--- config.mk ---
export PLATFORM = sky130hd
export DESIGN_NAME = tlp_axi_master_bridge
export DESIGN_NICKNAME = d
export VERILOG_FILES = /design/src/rtl/tlp_axi_pkg.sv /design/src/rtl/tlp_cpl_builder.sv /design/src/rtl/tlp_axi_master_bridge.sv
export SDC_FILE = /design/constraint.sdc
export NUM_CORES = 1
export LEC_CHECK = 0
export ABC_AREA = 0
export BUFFER_PORTS_ARGS = -buffer_cell sky130_fd_sc_hd__buf_2
export CORE_AREA = 2 2 203 205
export DETAILED_ROUTE_END_ITERATION = 8
export DIE_AREA = 0 0 205 207
export GPL_TIMING_DRIVEN = 0
export SETUP_SLACK_MARGIN = 0.3
export SYNTH_ARGS = -nofsm -noshare
export SYNTH_HDL_FRONTEND = slang
export SYNTH_SLANG_ARGS = --single-unit
--- constraint.sdc ---
create_clock -name sys_clk -period 2.3 [get_ports sys_clk]
set_input_delay 0 -clock sys_clk [delete_from_list [all_inputs] [get_ports sys_clk]]
set_output_delay 0 -clock sys_clk [all_outputs]
set_load 0.005 [all_outputs]
--- src/rtl/tlp_axi_pkg.sv ---
// Shared types and constants for the TLP-to-AXI master bridge.
package tlp_axi_pkg;

  localparam int unsigned FMT_W      = 7;
  localparam int unsigned LEN_W      = 10;
  localparam int unsigned DW_W       = 32;
  localparam int unsigned BE_W       = 4;
  localparam int unsigned TID_W      = 24;
  localparam int unsigned BC_W       = 12;
  localparam int unsigned LA_W       = 7;
  localparam int unsigned ATTR_W     = 2;
  localparam int unsigned TLP_ADDR_W = 64;

  localparam logic [FMT_W-1:0] FMT_MRD32 = 7'h00;
  localparam logic [FMT_W-1:0] FMT_MRD64 = 7'h20;
  localparam logic [FMT_W-1:0] FMT_MWR32 = 7'h40;
  localparam logic [FMT_W-1:0] FMT_MWR64 = 7'h60;
  localparam logic [FMT_W-1:0] FMT_CPL   = 7'h0A;
  localparam logic [FMT_W-1:0] FMT_CPLD  = 7'h4A;

  localparam logic [2:0] AXI_SIZE_4B    = 3'b010;
  localparam logic [1:0] AXI_BURST_INCR = 2'b01;
  localparam logic [1:0] AXI_RESP_OKAY  = 2'b00;

  localparam logic [2:0] CPL_STATUS_SC = 3'b000;
  localparam logic [2:0] CPL_STATUS_UR = 3'b001;
  localparam logic [2:0] CPL_STATUS_CA = 3'b100;

  typedef enum logic [2:0] {
    ST_IDLE,
    ST_WR_REQ,
    ST_WR_RESP,
    ST_RD_REQ,
    ST_RD_DATA,
    ST_CPL_REQ,
    ST_CPL_DATA
  } state_e;

  // Request fields kept for the lifetime of one transaction
  typedef struct packed {
    logic [TLP_ADDR_W-1:0] address;
    logic [ATTR_W-1:0]     attr;
    logic [TID_W-1:0]      tid;
    logic [DW_W-1:0]       data;
    logic [BE_W-1:0]       byte_en;
    logic [BC_W-1:0]       byte_count;
  } req_hdr_t;

  typedef struct packed {
    logic [FMT_W-1:0]      fmt_type;
    logic [LEN_W-1:0]      length_in_dw;
    logic [DW_W-1:0]       data;
    logic [TLP_ADDR_W-1:0] address;
    logic [7:0]            ldwbe_fdwbe;
    logic [ATTR_W-1:0]     attr;
    logic [TID_W-1:0]      transaction_id;
    logic [BC_W-1:0]       byte_count;
    logic [LA_W-1:0]       lower_address;
  } cpl_fields_t;

  // Byte offset of the lowest enabled byte; zero when no byte is enabled
  function automatic logic [1:0] first_be_offset(input logic [BE_W-1:0] be);
    if (be[0])      return 2'd0;
    else if (be[1]) return 2'd1;
    else if (be[2]) return 2'd2;
    else if (be[3]) return 2'd3;
    else            return 2'd0;
  endfunction

endpackage

--- src/rtl/tlp_cpl_builder.sv ---
// Formats completion TLP fields from the latched request and read data.
module tlp_cpl_builder
  import tlp_axi_pkg::*;
(
  input  logic [TLP_ADDR_W-1:0] address,
  input  logic [BE_W-1:0]       byte_en,
  input  logic [ATTR_W-1:0]     attr,
  input  logic [TID_W-1:0]      tid,
  input  logic [BC_W-1:0]       byte_count,
  input  logic [DW_W-1:0]       rdata,
  input  logic                  no_data,
  output cpl_fields_t           cpl_c
);

  always_comb begin
    cpl_c                = '0;
    cpl_c.fmt_type       = no_data ? FMT_CPL : FMT_CPLD;
    cpl_c.length_in_dw   = no_data ? LEN_W'(0) : LEN_W'(1);
    cpl_c.data           = no_data ? DW_W'(0) : rdata;
    cpl_c.address        = address;
    cpl_c.ldwbe_fdwbe    = {4'h0, byte_en};
    cpl_c.attr           = attr;
    cpl_c.transaction_id = tid;
    cpl_c.byte_count     = byte_count;
    cpl_c.lower_address  = {address[6:2], first_be_offset(byte_en)};
  end

endmodule

--- src/rtl/tlp_axi_master_bridge.sv ---
// Single-DW PCIe memory request to AXI4 master bridge with CplD return path.
// Optional TLP2AXI_UR_CPL_EN: UR/CA completions for bad reads and error responses.
module tlp_axi_master_bridge
  import tlp_axi_pkg::*;
#(
  parameter int unsigned AXI_ID_W   = 4,
  parameter int unsigned AXI_ADDR_W = 32,
  parameter int unsigned AXI_DATA_W = 32
) (
  input  logic                  sys_clk,
  input  logic                  sys_reset_n,
  input  logic                  tlp_in_valid,
  output logic                  tlp_in_accept_data,
  input  logic [6:0]            tlp_in_fmt_type,
  input  logic [63:0]           tlp_in_address,
  input  logic [9:0]            tlp_in_length_in_dw,
  input  logic [1:0]            tlp_in_attr,
  input  logic [23:0]           tlp_in_transaction_id,
  input  logic [31:0]           tlp_in_data,
  input  logic [3:0]            tlp_in_byte_en,
  input  logic [11:0]           tlp_in_byte_count,
  output logic                  tlp_out_req_to_send,
  input  logic                  tlp_out_grant,
  output logic                  tlp_out_src_rdy_n,
  input  logic                  tlp_out_dst_rdy_n,
  output logic [6:0]            tlp_out_fmt_type,
  output logic [9:0]            tlp_out_length_in_dw,
  output logic [31:0]           tlp_out_data,
  output logic [63:0]           tlp_out_address,
  output logic [7:0]            tlp_out_ldwbe_fdwbe,
  output logic [1:0]            tlp_out_attr,
  output logic [23:0]           tlp_out_transaction_id,
  output logic [11:0]           tlp_out_byte_count,
  output logic [6:0]            tlp_out_lower_address,
`ifdef TLP2AXI_UR_CPL_EN
  output logic [2:0]            tlp_out_cpl_status,
`endif
  input  logic                  M_AXI_AWREADY,
  output logic                  M_AXI_AWVALID,
  output logic [AXI_ID_W-1:0]   M_AXI_AWID,
  output logic [AXI_ADDR_W-1:0] M_AXI_AWADDR,
  output logic [7:0]            M_AXI_AWLEN,
  output logic [2:0]            M_AXI_AWSIZE,
  output logic [1:0]            M_AXI_AWBURST,
  output logic [2:0]            M_AXI_AWPROT,
  input  logic                  M_AXI_WREADY,
  output logic                  M_AXI_WVALID,
  output logic [AXI_DATA_W-1:0] M_AXI_WDATA,
  output logic [3:0]            M_AXI_WSTRB,
  output logic                  M_AXI_WLAST,
  input  logic                  M_AXI_BVALID,
  output logic                  M_AXI_BREADY,
  input  logic [AXI_ID_W-1:0]   M_AXI_BID,
  input  logic [1:0]            M_AXI_BRESP,
  input  logic                  M_AXI_ARREADY,
  output logic                  M_AXI_ARVALID,
  output logic [AXI_ID_W-1:0]   M_AXI_ARID,
  output logic [AXI_ADDR_W-1:0] M_AXI_ARADDR,
  output logic [7:0]            M_AXI_ARLEN,
  output logic [2:0]            M_AXI_ARSIZE,
  output logic [1:0]            M_AXI_ARBURST,
  input  logic                  M_AXI_RVALID,
  output logic                  M_AXI_RREADY,
  input  logic [AXI_ID_W-1:0]   M_AXI_RID,
  input  logic [1:0]            M_AXI_RRESP,
  input  logic                  M_AXI_RLAST,
  input  logic [AXI_DATA_W-1:0] M_AXI_RDATA
);

  state_e          state_q, state_d;
  req_hdr_t        hdr_q, hdr_d;
  logic [DW_W-1:0] rdata_q, rdata_d;
  cpl_fields_t     cpl_q, cpl_d, cpl_c;
  logic            accept_q, accept_d;
  logic            awvalid_q, awvalid_d;
  logic            wvalid_q, wvalid_d;
  logic            bready_q, bready_d;
  logic            arvalid_q, arvalid_d;
  logic            rready_q, rready_d;
  logic            req_q, req_d;
  logic            src_rdy_n_q, src_rdy_n_d;
  logic            no_data_c;

  logic is_mwr_c, is_mrd_c, len_one_c;
  assign is_mwr_c  = (tlp_in_fmt_type == FMT_MWR32) || (tlp_in_fmt_type == FMT_MWR64);
  assign is_mrd_c  = (tlp_in_fmt_type == FMT_MRD32) || (tlp_in_fmt_type == FMT_MRD64);
  assign len_one_c = (tlp_in_length_in_dw == LEN_W'(1));

`ifdef TLP2AXI_UR_CPL_EN
  logic       no_data_q, no_data_d;
  logic [2:0] status_q, status_d, status_out_q, status_out_d;
  assign no_data_c = no_data_q;
`else
  assign no_data_c = 1'b0;
`endif

  tlp_cpl_builder u_cpl_builder (
    .address    (hdr_q.address),
    .byte_en    (hdr_q.byte_en),
    .attr       (hdr_q.attr),
    .tid        (hdr_q.tid),
    .byte_count (hdr_q.byte_count),
    .rdata      (rdata_q),
    .no_data    (no_data_c),
    .cpl_c      (cpl_c)
  );

  // Next-state and next-output logic
  always_comb begin
    state_d     = state_q;
    hdr_d       = hdr_q;
    rdata_d     = rdata_q;
    cpl_d       = cpl_q;
    accept_d    = 1'b0;
    awvalid_d   = awvalid_q;
    wvalid_d    = wvalid_q;
    bready_d    = bready_q;
    arvalid_d   = arvalid_q;
    rready_d    = rready_q;
    req_d       = req_q;
    src_rdy_n_d = src_rdy_n_q;
`ifdef TLP2AXI_UR_CPL_EN
    no_data_d    = no_data_q;
    status_d     = status_q;
    status_out_d = status_out_q;
`endif
    unique case (state_q)
      ST_IDLE: begin
        // accept_q masks the request still held high in the cycle after acceptance
        if (tlp_in_valid && !accept_q) begin
          accept_d         = 1'b1;
          hdr_d.address    = tlp_in_address;
          hdr_d.attr       = tlp_in_attr;
          hdr_d.tid        = tlp_in_transaction_id;
          hdr_d.data       = tlp_in_data;
          hdr_d.byte_en    = tlp_in_byte_en;
          hdr_d.byte_count = tlp_in_byte_count;
`ifdef TLP2AXI_UR_CPL_EN
          no_data_d = 1'b0;
          status_d  = CPL_STATUS_SC;
`endif
          if (is_mwr_c && len_one_c) begin
            state_d = ST_WR_REQ;
          end else if (is_mrd_c && len_one_c) begin
            state_d = ST_RD_REQ;
          end
`ifdef TLP2AXI_UR_CPL_EN
          else if (!tlp_in_fmt_type[6]) begin
            no_data_d = 1'b1;
            status_d  = CPL_STATUS_UR;
            req_d     = 1'b1;
            state_d   = ST_CPL_REQ;
          end
`endif
        end
      end
      ST_WR_REQ: begin
        if (accept_q) begin
          awvalid_d = 1'b1;
          wvalid_d  = 1'b1;
        end else begin
          if (awvalid_q && M_AXI_AWREADY) awvalid_d = 1'b0;
          if (wvalid_q && M_AXI_WREADY)   wvalid_d  = 1'b0;
          if (!awvalid_d && !wvalid_d) begin
            bready_d = 1'b1;
            state_d  = ST_WR_RESP;
          end
        end
      end
      ST_WR_RESP: begin
        if (M_AXI_BVALID) begin
          bready_d = 1'b0;
          state_d  = ST_IDLE;
        end
      end
      ST_RD_REQ: begin
        if (accept_q) begin
          arvalid_d = 1'b1;
        end else if (arvalid_q && M_AXI_ARREADY) begin
          arvalid_d = 1'b0;
          rready_d  = 1'b1;
          state_d   = ST_RD_DATA;
        end
      end
      ST_RD_DATA: begin
        if (M_AXI_RVALID) begin
          rdata_d  = DW_W'(M_AXI_RDATA);
          rready_d = 1'b0;
          req_d    = 1'b1;
          state_d  = ST_CPL_REQ;
`ifdef TLP2AXI_UR_CPL_EN
          if (M_AXI_RRESP != AXI_RESP_OKAY) begin
            no_data_d = 1'b1;
            status_d  = CPL_STATUS_CA;
          end
`endif
        end
      end
      ST_CPL_REQ: begin
        if (tlp_out_grant) begin
          cpl_d       = cpl_c;
          src_rdy_n_d = 1'b0;
          state_d     = ST_CPL_DATA;
`ifdef TLP2AXI_UR_CPL_EN
          status_out_d = status_q;
`endif
        end
      end
      ST_CPL_DATA: begin
        if (!tlp_out_dst_rdy_n) begin
          src_rdy_n_d = 1'b1;
          req_d       = 1'b0;
          state_d     = ST_IDLE;
        end
      end
      default: state_d = ST_IDLE;
    endcase
  end

  // State and output registers
  always_ff @(posedge sys_clk or negedge sys_reset_n) begin
    if (!sys_reset_n) begin
      state_q     <= ST_IDLE;
      hdr_q       <= '0;
      rdata_q     <= '0;
      cpl_q       <= '0;
      accept_q    <= 1'b0;
      awvalid_q   <= 1'b0;
      wvalid_q    <= 1'b0;
      bready_q    <= 1'b0;
      arvalid_q   <= 1'b0;
      rready_q    <= 1'b0;
      req_q       <= 1'b0;
      src_rdy_n_q <= 1'b1;
`ifdef TLP2AXI_UR_CPL_EN
      no_data_q    <= 1'b0;
      status_q     <= CPL_STATUS_SC;
      status_out_q <= CPL_STATUS_SC;
`endif
    end else begin
      state_q     <= state_d;
      hdr_q       <= hdr_d;
      rdata_q     <= rdata_d;
      cpl_q       <= cpl_d;
      accept_q    <= accept_d;
      awvalid_q   <= awvalid_d;
      wvalid_q    <= wvalid_d;
      bready_q    <= bready_d;
      arvalid_q   <= arvalid_d;
      rready_q    <= rready_d;
      req_q       <= req_d;
      src_rdy_n_q <= src_rdy_n_d;
`ifdef TLP2AXI_UR_CPL_EN
      no_data_q    <= no_data_d;
      status_q     <= status_d;
      status_out_q <= status_out_d;
`endif
    end
  end

  logic [AXI_ADDR_W-1:0] axi_addr;
  assign axi_addr = {hdr_q.address[AXI_ADDR_W-1:2], 2'b00};

  assign tlp_in_accept_data     = accept_q;
  assign tlp_out_req_to_send    = req_q;
  assign tlp_out_src_rdy_n      = src_rdy_n_q;
  assign tlp_out_fmt_type       = cpl_q.fmt_type;
  assign tlp_out_length_in_dw   = cpl_q.length_in_dw;
  assign tlp_out_data           = cpl_q.data;
  assign tlp_out_address        = cpl_q.address;
  assign tlp_out_ldwbe_fdwbe    = cpl_q.ldwbe_fdwbe;
  assign tlp_out_attr           = cpl_q.attr;
  assign tlp_out_transaction_id = cpl_q.transaction_id;
  assign tlp_out_byte_count     = cpl_q.byte_count;
  assign tlp_out_lower_address  = cpl_q.lower_address;
`ifdef TLP2AXI_UR_CPL_EN
  assign tlp_out_cpl_status     = status_out_q;
`endif

  assign M_AXI_AWVALID = awvalid_q;
  assign M_AXI_AWID    = '0;
  assign M_AXI_AWADDR  = axi_addr;
  assign M_AXI_AWLEN   = 8'd0;
  assign M_AXI_AWSIZE  = AXI_SIZE_4B;
  assign M_AXI_AWBURST = AXI_BURST_INCR;
  assign M_AXI_AWPROT  = 3'b000;
  assign M_AXI_WVALID  = wvalid_q;
  assign M_AXI_WDATA   = AXI_DATA_W'(hdr_q.data);
  assign M_AXI_WSTRB   = hdr_q.byte_en;
  assign M_AXI_WLAST   = 1'b1;
  assign M_AXI_BREADY  = bready_q;
  assign M_AXI_ARVALID = arvalid_q;
  assign M_AXI_ARID    = '0;
  assign M_AXI_ARADDR  = axi_addr;
  assign M_AXI_ARLEN   = 8'd0;
  assign M_AXI_ARSIZE  = AXI_SIZE_4B;
  assign M_AXI_ARBURST = AXI_BURST_INCR;
  assign M_AXI_RREADY  = rready_q;

  // Response IDs, BRESP and RLAST carry no information for single-beat, single-ID traffic
  logic unused_ok;
`ifdef TLP2AXI_UR_CPL_EN
  assign unused_ok = ^{M_AXI_BID, M_AXI_BRESP, M_AXI_RID, M_AXI_RLAST};
`else
  assign unused_ok = ^{M_AXI_BID, M_AXI_BRESP, M_AXI_RID, M_AXI_RLAST, M_AXI_RRESP};
`endif

endmodule

==> results of run 1 <==
flip-flops by register name (all words and copies together), names as in the netlist, 2 cells and up:
register	count
tlp_out_ldwbe_fdwbe	4
M_AXI_ARADDR	30
tlp_out_byte_count	12
tlp_out_attr	2
tlp_out_lower_address	2
tlp_out_address	64
M_AXI_WDATA	32
M_AXI_WSTRB	4
state_q	3
rdata_q	32
tlp_out_data	32
tlp_out_transaction_id	24
hdr_q	72
repair_timing:
action | CTS | global route
pin swaps | 0 | 1
endpoints found under the setup margin | 154 | 63
cloned | 0 | 0
buffers inserted | 0 | 3
hold buffers | 187 | 0
hold endpoints to repair | 290 | 0
resized for setup | 3 | 6
cells in the final DEF, fill, tap and decap left out, drive strengths merged, types with 3 or more instances in the layout:
cell           n
nor2b          4
nand4          3
nand2          9
buf          616
o21ai          6
conb          59
nor2           4
dlygate4sd3  187
dfrtp        321
a22o           4
mux2         307
clkbuf        58
inv            9
o31ai          3
a31oi          4
a21oi          4
nand2b         3
power groups by stage:
stage / Sequential (mW) / Combinational [mW] / Clock, mW
floorplan: 8.74 / 3.16 / 0
finish: 8.88 / 5.70 / 5.54
detailed placement: 8.98 / 5.49 / 0
CTS: 8.90 / 5.78 / 5.74
global placement: 8.89 / 5.36 / 0
global route: 9.18 / 6.27 / 5.99
metal layers:
metal  vias up  wire length (um)  part of all wire (%)  global-route usage (%)
met2       327             16800                    50                    27.4
met1      4588             13300                    39                    18.4
met3        68              2420                   7.2                    4.23
met5         -                 0                     0                       0
li1       4303                 -                     -                       -
met4         0              1240                   3.7                    6.72
through the flow:
step	hold slack, ns	setup TNS, ns	total power [mW]
floorplan	-0.296	0	11.9
global placement	0.211	-1559.86	14.2
detailed placement	0.146	0	14.5
CTS	0.0160	0	20.4
global route	0.0953	0	21.4
finish	0.0694	0	20.1
final timing paths:
check / depth (start not counted) / slack [ns] / from / end
setup / recovery: 5 / 0.36 / tlp_in_accept_data / M_AXI_ARADDR[9]
min in group asynchronous: 2 / 0.16 / sys_reset_n / tlp_out_address[46]
hold reg to reg: 1 / 0.48 / rdata_q[7] / tlp_out_data[7]
max in group asynchronous: 3 / 1.10 / sys_reset_n / M_AXI_ARADDR[19]
setup reg to reg: 5 / 0.36 / tlp_in_accept_data / M_AXI_ARADDR[9]
hold / removal: 5 / 0.07 / tlp_in_valid / state_q[0]
worst register-to-register path: cells and delay by family, from the launching register on:
kind                   cells  cell delay [ns]
multiplexers               1             0.37
AND/OR/NAND/NOR            2             0.29
buffers and inverters      2             0.63
flip-flops                 1             0.53
area by class of cell:
class                   instances  area [um2]
multi-input cells             432        4130
fillers                      3663       21000
well taps                     532         666
inverters                       8        30.0
clock buffers                  53        1040
plain buffers                 168        1200
clock inverters                 6        86.3
repair buffers                640        4200
flip-flops and latches        322        8060
cell families after synthesis:
kind of cell / share of synthesized area (%)
AO/OA/AOI/OAI: 1.48
buffers and inverters: 9.19
flip-flops: 61.2
multiplexers: 26.2
other: 0.0570
AND/OR/NAND/NOR: 1.85
==> results.txt, run 1 <==
- The run finished with clean final reports.
* Total global-route track usage: 15.8%
* Post-synthesis cell count: 873
- The critical path contains buffers and inverters numbering 2 combined.
* Flop pwr share: between 40% and 50%
- Utilization after layout: 48.1%
- Summed over all layers, the global routing overflow is 0.
- In this run the worst path has a maximum fanout of 10.
- Final routed DRC violation total: 0
* CTS tree: built
- Slowest CP cell: sky130_fd_sc_hd__dfrtp_1
* Final std cells w/o fill: 2161
- Clock sink count: ~320
- The share of total power dissipated in the clock network is ~28%.
* Average detailed-routed wire length per instance: around 16 um
- Initial antenna violation count: 1
- For this run, asynchronously set or reset flops after synthesis account for 100%.
* Worst vdd rail ir drop: 0.657 mV
- The initial utilization of the core area, before any placement, comes to between 30% and 40%.
* Placed Instances: approximately 1900
* Kind of launch point of the worst setup path: flop
- Cell at the root of the clock tree: sky130_fd_sc_hd__clkbuf_16
* Slew Viols, Final: 0
- The number of global-route vias before repair came to 9909.
- Weighted congestion reported at the end of routability-driven placement: 0.749
* Post-layout minimum cycle time: between 1.5 and 2 ns
* Via density per instance: about 4.3
* Clock buffer depth: 3
- The mapped netlist covers ~13000 um2.
- In this run the tightest slew margin relative to its limit is 41.2%.
- The worst path meets setup with approximately 0.36 ns of slack.
- The number of antenna diodes in the final layout is 0.
- Highest attainable clock frequency: approximately 0.52 GHz
- Class of the most critical setup path: reg2reg
* Maximum Capacitance Violations: 0
- Before antenna repair, the detailed router went through 4 iterations.
- Total cell area at the placement stage: 16400 um2
- Overall routed net length: 33800 um
* DRC marker count from the first detailed-route iteration: around 250
- Worst min-delay path class: in2reg
* Insertion delay to the later sink of the worst-skew pair: 0.52 ns
- For the worst setup path, the data required time is between 2 and 3 ns.
* Yosys cell types: 40
- The first global-routing pass estimated 53400 um of wire.
* Commonest cells post-synth: 321 x sky130_fd_sc_hd__dfrtp_1, 192 x sky130_fd_sc_hd__mux2_1, 136 x sky130_fd_sc_hd__buf_4
* Detailed-route via count: 9286
- The H-tree was split into 2 levels.
- Register area share after synthesis: between 60% and 70%
- Cell leakage power: approximately 10 nW
- Yosys warning total: 0
- Pin count of the biggest net entering global routing: roughly 110
- In this run the remaining antenna-violating nets after routing total 0.
- After synthesis the netlist holds a flip-flop and latch count of 322.
* Worst clock skew: around 0.016 ns
- Critical Path Sink Type: flop
* Net switching share of the total power: around 28%
- The critical path goes through nor2_1 > nand3_1 > buf_4 > buf_2 > mux2_1.
- Setup repair after global routing could not meet its margin everywhere.
- Area of the core region: roughly 40000 um2
* WP data arrival: 2.34 ns
* Total setup violations reported at the end of the flow: 0
* Die outline area: between 40000 and 50000 um2
- Post-Synthesis Mean Instance Area: approximately 15 um2
- Most instantiated flip-flop cell in the synthesis netlist: sky130_fd_sc_hd__dfrtp_1
- Clock tree synthesis inserted a total of 35 buffers.
- Number of input and output port buffers inserted: around 450
- Share of the clock period used by the worst path: 84.3%
- Power per unit of standard cell area: 1040 nW/um2
- Layout net count: between 1500 and 2000
* Top-level port count: between 500 and 600
* HPWL Detailed: roughly 24000 um
- Yosys top cell area share: 61.0%
- OpenSTA, run right after detailed placement, puts the worst setup slack at between 0.07 and 0.08 ns.
* Cell accounting for the most synthesized area: sky130_fd_sc_hd__dfrtp_1
- The die is between 200 and 250 um tall.
- Die width: roughly 210 um
* Reg clk slew, reported paths: roughly 0.060 ns
- Synthesis-to-finish area growth: 47.4%
- For this run, the slowest stage of the critical path takes between 0.5 and 0.6 ns.
- By area the synthesized netlist is led by sky130_fd_sc_hd__dfrtp_1 61%, sky130_fd_sc_hd__mux2_1 16%, sky130_fd_sc_hd__mux2_2 9.8%.
* Cell type group with the largest total delay on the critical path: buffers and inverters
- In this run, synthesis inferred 0 flip-flops with an integrated enable.
- The count of endpoints failing hold in the final timing report was 0.
- Yosys instantiated no cell more often than sky130_fd_sc_hd__dfrtp_1.
* Final non-filler cell area: just under 20000 um2
* Number of rows in the core area: 74
* Fraction of final layout cells with drive strength greater than 1: about half
- Per report_power, the combinational group accounts for 28.3% of the total.
- The analysis attributes to net switching a power of 5.60 mW.
* Actual slew at the worst max-slew pin: ~0.9 ns
- Internal power consumption: ~15 mW
Power figures use the tool's default switching activity.
==> run 2, diff against run 1 <==
- CORE_AREA: 2 2 203 205 -> 2 2 205 207
- DIE_AREA: 0 0 205 207 -> 0 0 207 209
- clock period: 2.3 -> 1.99 ns (I/O delays scaled with it)
==> run 2 against run 1 <==
Compared with the run above: total power is 17% higher; critical path type unchanged; worst hold slack better by 0.0046 ns; first-iteration DRC count is 15% higher; clock skew is 0.00084 ns higher; critical path depth stayed put; sequential power is 16% higher; sequential cell count stayed put; die area is 2.0% higher; global-route usage is 0.11 points higher; largest cell class unchanged.
==> results.txt, run 2 (synthesis results as in run 1) <==
* Power per unit of standard cell area: 1200 nW/um2 (+16%)
- Worst vdd rail ir drop: 0.809 mV (+23%)
- The worst setup timing slack at the placement stage came to -0.109 ns (-0.182 ns).
- Utilization after layout: 47.6% (-0.46 points)
* Weighted congestion reported at the end of routability-driven placement: 0.809 (+8.0%)
- Worst clock skew: 0.0171 ns (+0.000836 ns)
* Class of the most critical setup path: reg2reg
- The count of endpoints failing hold in the final timing report is 0 (unchanged).
- Maximum fanout along the worst path: 10 (unchanged)
- Slew Viols, Final: 0 (unchanged)
- Die outline area: 43300 um2 (+2.0%)
* Average detailed-routed wire length per instance: 16.0 um (+2.3%)
* Initial antenna violation count: 2 (+1)
* Top-level port count: 522 (unchanged)
- The library cell used most frequently in the layout, excluding fill and tap cells, is sky130_fd_sc_hd__buf_2.
- CTS tree: built
- The run finished with clean final reports.
- Wire length of the first global-routing pass: 54900 um (+2.8%)
- The violation count after the first detailed-route iteration was 284 (+15%).
- The setup slack on the worst flop-to-flop path was 0.33 ns (-0.03 ns).
- Clock buffer depth: 3 (unchanged)
* Layout net count: 1823 (+0.33%)
- The ratio of routed vias to standard cells is 4.30 (+0.11%).
* Overall routed net length: 34900 um (+3.3%)
* Cell leakage power: 10.2 nW (+0.93%)
- Total setup violations reported at the end of the flow: 0 (unchanged)
- HPWL Detailed: 24400 um (+1.6%)
* Most frequent cells in the layout: 459 x sky130_fd_sc_hd__buf_2, 317 x sky130_fd_sc_hd__dfrtp_1, 192 x sky130_fd_sc_hd__mux2_1, 189 x sky130_fd_sc_hd__dlygate4sd3_1, 150 x sky130_fd_sc_hd__buf_4
- The floorplan die height is 209 um (+0.97%).
* Highest attainable clock frequency: 0.603 GHz (+17%)
- Fillers: 3631 (-0.87%)
* Iteration count of the initial detailed-routing pass: 4 (unchanged)
* Unrepaired setup endpoints after global routing: true
- Kind of launch point of the worst setup path: flop
* Reg clk slew, reported paths: 0.06 ns (about the same)
* Clock H-tree levels: 2 (unchanged)
- Final antenna-violating net count: 0 (unchanged)
- The latest clock arrival within the worst-skew pair was 0.55 ns (+0.03 ns).
* Clock sink count: 322 (unchanged)
- The register cell area after layout came to 8060 um2 (about the same).
- Share of the clock period used by the worst path: 83.4% (-0.86 points)
* Total global-route track usage: 15.9% (+0.11 points)
* Pin count of the biggest net entering global routing: 116 (+1.8%)
* Worst min-delay path class: in2reg
* Synthesis-to-finish area growth: 49.3%
* Worst slew margin relative to its limit: 50.7% (+9.5 points)
- WP data required: 2.41 ns (-0.29 ns)
- Min setup slack post-route: 0.330 ns (-0.0318 ns)
- Actual slew at the worst max-slew pin: 0.739 ns (-0.142 ns)
- The standard cell core area came to 41300 um2 (+2.3%).
- The total overflow reported by the global router came to 0 (unchanged).
- The fraction of final layout cells sized beyond drive strength 1 is 49.6% (+0.89 points).
- Final routed DRC violation total: 0 (unchanged)
- Critical Path Sink Type: flop
- TritonCTS buffer count: 37 (+5.7%)
- Ranked by flip-flop count, first place goes to hdr_q.
- The count of buffers from port buffering was 448 (unchanged).
- Number of rows in the core area: 75 (+1.4%)
- WP data arrival: 2.08 ns (-0.26 ns)
- Die width: 207 um (+0.98%)
- The total via count after detailed routing was 9387 (+1.1%).
* Multi-input gate area: 4170 um2 (+1.0%)
* Maximum Capacitance Violations: 0 (unchanged)
* Cell at the root of the clock tree: sky130_fd_sc_hd__clkbuf_16
* Post-layout minimum cycle time: 1.66 ns (-0.278 ns)
- Initial cell density of the core: 31.9% (-0.73 points)
* Number of flip-flops under the largest register name: 72 (unchanged)
- The number of global-route vias before repair was 10024 (+1.2%).
-- run 2: cell types whose count changed in the layout (fill, tap and decap cells not counted), sizes merged --
cell	previous run	this run
buf	616	622
diode	0	1
dlygate4sd3	187	189
clkinv	2	10
bufinv	2	1
inv	9	11
clkbuf	58	54
-- run 2: worst paths after layout --
kind	start	to	depth (start not counted)
worst max-delay path	state_q[1]	tlp_out_address[45]	5
worst min-delay path	tlp_in_valid	hdr_q[61]	4
worst max register to register	state_q[1]	tlp_out_address[45]	5
worst min register to register	rdata_q[26]	tlp_out_data[26]	1
max in group asynchronous	sys_reset_n	state_q[0]	3
min in group asynchronous	sys_reset_n	M_AXI_WDATA[14]	2
-- run 2: repair_timing --
| action | in CTS | in global routing |
|---|---|---|
| hold buffers | 189 | 0 |
| resized for setup | 36 | 13 |
| hold endpoints to repair | 274 | 0 |
| endpoints found under the setup margin | 284 | 177 |
| pin swaps | 1 | 1 |
| setup buffers | 2 | 3 |
-- run 2: critical path, stage by stage (launching register included) --
cell	delay [ns]
sky130_fd_sc_hd__dfrtp_2	0.46
sky130_fd_sc_hd__inv_2	0.14
sky130_fd_sc_hd__nand4_4	0.18
sky130_fd_sc_hd__buf_12	0.22
sky130_fd_sc_hd__buf_4	0.19
sky130_fd_sc_hd__mux2_1	0.33
-- run 2: where the power goes --
| group | total, mW | internal, mW | switching (mW) |
|---|---|---|---|
| sequential | 10.3 | 8.90 | 1.39 |
| combinational | 6.70 | 4.12 | 2.58 |
| clock | 6.65 | 3.89 | 2.75 |
-- run 2: per-layer routing --
metal  up-vias  global-route usage (%)  wire [um]
li1       4337                       -          -
met4         2                    7.36       1320
met2       316                    27.7      17700
met5         -                       0         11
met3        87                    3.91       2080
met1      4645                    18.6      13800
-- run 2: metrics by stage --
stage               hold WS (ns)  std cells  instance area [um2]  TNS (ns)  power (mW)
floorplan                 -0.296        930                13400         0        13.8
global placement           0.211       1917                16300  -1668.08        16.5
detailed placement        0.0890       1919                16400     -7.65        16.8
CTS                       0.0431       2178                19600         0        24.0
global route              0.0540       2182                19700         0        25.1
finish                    0.0740       2182                19700         0        23.6
-- run 2: area by class of cell --
class	count	area share [%]
Sequential cell	322	41.0
Timing Repair Buffer	644	21.6
Multi-Input combinational cell	432	21.2
Buffer	168	6.53
Clock buffer	53	5.42
Tap cell	539	3.43
Clock inverter	15	0.655
Inverter	8	0.153
Antenna cell	1	0.0127
==> run 3, diff against run 2 <==
- CORE_AREA: 2 2 205 207 -> 2 2 204 206
- DIE_AREA: 0 0 207 209 -> 0 0 206 208
- clock period: 1.99 -> 1.5 ns (I/O delays scaled with it)
==> run 3 against run 2 <==
Compared with the run above: the flow now finishes with violations (hold timing, setup timing); combinational power is 130% higher; cell count is 3.2% higher; routed wire length is 21% higher; clock power is 38% higher; critical endpoint is now rdata_q[26]; largest power group is now combinational cells.
==> results.txt, run 3 (synthesis results as in run 1) <==
- Share of the clock period used by the worst path: 110% (+26 points)
* Top layer used by detailed routing: met4
- Top-level port count: 522 (unchanged)
- The number of H-tree branching levels was 2 (unchanged).
- Clock buffer depth: 3 (unchanged)
* Fraction of final layout cells with drive strength greater than 1: 64.5% (+15 points)
- The final reports fail on hold timing, setup timing.
- The run finished, with violations left.
- TritonCTS built the clock tree.
* Final count of hold timing violations: 1 (+1)
- Die outline area: 42800 um2 (-0.96%)
- Clock tree synthesis selected as its root buffer the cell sky130_fd_sc_hd__clkbuf_16.
- Placed Instances: 1912 (-0.36%)
- The HPWL reported at the end of detailed placement came to 25100 um (+3.2%).
- The placement row count is 74 (-1.3%).
- The routability congestion estimate from global placement is 0.768 (-5.0%).
* Worst slew margin relative to its limit: 62.9% (+12 points)
- WP data arrival: 2.08 ns (about the same)
* Layout net count: 1901 (+4.3%)
- Setup repair after global routing could not meet its margin everywhere.
* Post-layout minimum cycle time: 1.65 ns (-0.0125 ns)
* Via count of the first global-routing pass: 10820 (+7.9%)
- Min setup slack post-route: -0.147 ns (-0.478 ns)
- Cells along the critical path: inv_4 > buf_6 > and3_4 > buf_12 > buf_12 > buf_16 > mux2_4
- Detailed-route via count: 9806 (+4.5%)
- The worst slack on hold paths came to -0.0350 ns (-0.109 ns).
- Startpoint of the lowest-slack hold path: tlp_in_length_in_dw[1]
- TritonCTS buffer count: 37 (unchanged)
- The violation count after the first detailed-route iteration was 249 (-12%).
- The cell area after placement is 16600 um2 (+1.4%).
- The worst-path maximum fanout is 6 (-4).
* Initial antenna violation count: 1 (-1)
* Maximum Capacitance Violations: 0 (unchanged)
* Number of flip-flops under the largest register name: 72 (unchanged)
- Total global-route track usage: 18.4% (+2.5 points)
- The number of fillers in the final layout was 3184 (-12%).
- The number of DRC violations after detailed routing came to 0 (unchanged).
- Slew Viols, Final: 0 (unchanged)
* Worst min-delay path class: in2reg
- Critical Path Sink Type: flop
- The latest clock arrival within the worst-skew pair is 0.55 ns (about the same).
* Sum of internal, switching and leakage power: 39.0 mW (+65%)
* Cell leakage power: 12.1 nW (+19%)
* Final antenna-violating net count: 0 (unchanged)
- For this design, the slowest cell found on the critical path is sky130_fd_sc_hd__dfrtp_2.
* Via density per instance: 4.35 (+1.2%)
- The largest clock skew in the final design came to 0.0241 ns (+0.00702 ns).
- Clock sink count: 322 (unchanged)
- WP data required: 1.93 ns (-0.48 ns)
- Highest attainable clock frequency: 0.607 GHz (+0.76%)
* Number of input and output port buffers inserted: 448 (unchanged)
- The met3 wire length is 2320 um (+11%).
- The wire length on met2 was 21700 um (+23%).
* Worst Setup SP: state_q[1]
* Pin count of the biggest net entering global routing: 120 (+3.4%)
* Final std cells w/o fill: 2252 (+3.2%)
- The clock-pin slew on the worst setup and hold paths came to 0.06 ns (about the same).
* Die Height: 208 um (-0.48%)
- The post-detailed-routing wire length is 42300 um (+21%).
- Final non-filler cell area: 23000 um2 (+17%)
* Wire length of the first global-routing pass: 61100 um (+11%)
- The total of hold buffers inserted after clock tree synthesis was 183 (-3.2%).
- The worst stage delay on the critical path came to 0.47 ns (about the same).
- Total setup violations reported at the end of the flow: 308 (+308)
- Synthesis-to-finish area growth: 74.3%
- The number of buffer and inverter instances along the worst setup path was 5 (+2).
- Leaving out fill and tap cells, the most frequent cell in the layout is sky130_fd_sc_hd__buf_2.
* Reg-to-reg startpoint: state_q[1]
- The register with the most flip-flops in the final layout is hdr_q.
- Worst vdd rail ir drop: 0.979 mV (+21%)
* Die width: 206 um (-0.48%)
* Actual slew at the worst max-slew pin: 0.557 ns (-0.182 ns)
- Post-route met1 wirelength: 17000 um (+23%)
- Area of the core region: 40600 um2 (-1.8%)
* Most frequent cells in the layout: 374 x sky130_fd_sc_hd__buf_2, 303 x sky130_fd_sc_hd__dfrtp_1, 196 x sky130_fd_sc_hd__mux2_4, 183 x sky130_fd_sc_hd__dlygate4sd3_1, 149 x sky130_fd_sc_hd__buf_6
- By instance count, the cell type seen most on the critical path is sky130_fd_sc_hd__buf_12.
- Power per unit of standard cell area: 1700 nW/um2 (+41%)
- Kind of launch point of the worst setup path: flop
* Initial cell density of the core: 32.5% (+0.58 points)
- Total congestion overflow after global routing: 0 (unchanged)
* Cell type group with the largest total delay on the critical path: buffers and inverters
- The critical path is of the reg2reg type.
- The routed wirelength normalized by instance count was 18.8 um (+18%).
- Iteration count of the initial detailed-routing pass: 4 (unchanged)
-- run 3: cell count changes in the layout (fill, tap and decap cells not counted), sizes merged --
cell         previous run  this run
dlygate4sd3           189       183
clkinv                 10         5
inv                    11         9
clkbuf                 54        70
buf                   622       694
bufinv                  1         3
-- run 3: through the flow --
step	worst slack [ns]	TNS, ns	util, %	hold slack, ns
final	-0.147	-25.98	56.6	-0.0350
after global routing	-0.189	-40.44	56.6	-0.0286
after CTS	-0.156	-28.76	54.8	-0.0575
after detailed placement	-0.314	-57.55	40.9	0.0726
after global placement	-6.37	-1899.22	40.8	0.211
after floorplan	0.0829	0	-	-0.296
-- run 3: repair_timing --
item,4_1_cts,5_1_grt
cloned,19,13
gates resized for setup,402,87
endpoints found under the setup margin,396,622
buffers inserted,49,8
pin swaps,3,5
endpoints found under the hold margin,266,1
-- run 3: metal layers --
| metal | vias up | global-route usage [%] |
|---|---|---|
| met3 | 73 | 3.98 |
| met4 | 0 | 7.24 |
| met5 | - | 0 |
| li1 | 4502 | - |
| met2 | 314 | 32.5 |
| met1 | 4917 | 21.6 |
-- run 3: final cells by class --
cell class / instances / area [um2] / area share (%)
Timing Repair Buffer: 722 / 6040 / 26.3
Tap cell: 532 / 666 / 2.90
Inverter: 8 / 32.5 / 0.142
Buffer: 168 / 1920 / 8.36
Sequential cell: 322 / 8080 / 35.2
Clock inverter: 10 / 131 / 0.572
Antenna cell: 1 / 2.50 / 0.0109
Multi-Input combinational cell: 432 / 4990 / 21.7
Clock buffer: 57 / 1100 / 4.81
-- run 3: final timing paths --
kind                                     endpoint  slack (ns)  depth (start not counted)
hold / removal                         state_q[0]       -0.03                          5
setup / recovery                      rdata_q[26]       -0.15                          7
min in group asynchronous         M_AXI_WDATA[13]        0.02                          2
hold reg to reg            tlp_out_ldwbe_fdwbe[3]        0.50                          1
max in group asynchronous     tlp_out_address[32]        0.68                          3
setup reg to reg                      rdata_q[26]       -0.15                          7
-- run 3: power by group --
group	total (mW)	leakage, nW	switching, mW	internal [mW]
combinational	15.7	7.50	4.85	10.8
sequential	14.1	4.04	2.25	11.9
clock	9.20	0.605	3.61	5.59
total	39.0	12.1	10.7	28.3
-- run 3: tightest hold or removal path: stages --
cell                        delay, ns
sky130_fd_sc_hd__buf_2           0.08
sky130_fd_sc_hd__or4b_4          0.13
sky130_fd_sc_hd__nor4_4          0.04
sky130_fd_sc_hd__a21oi_1         0.13
sky130_fd_sc_hd__o2bb2ai_1       0.08
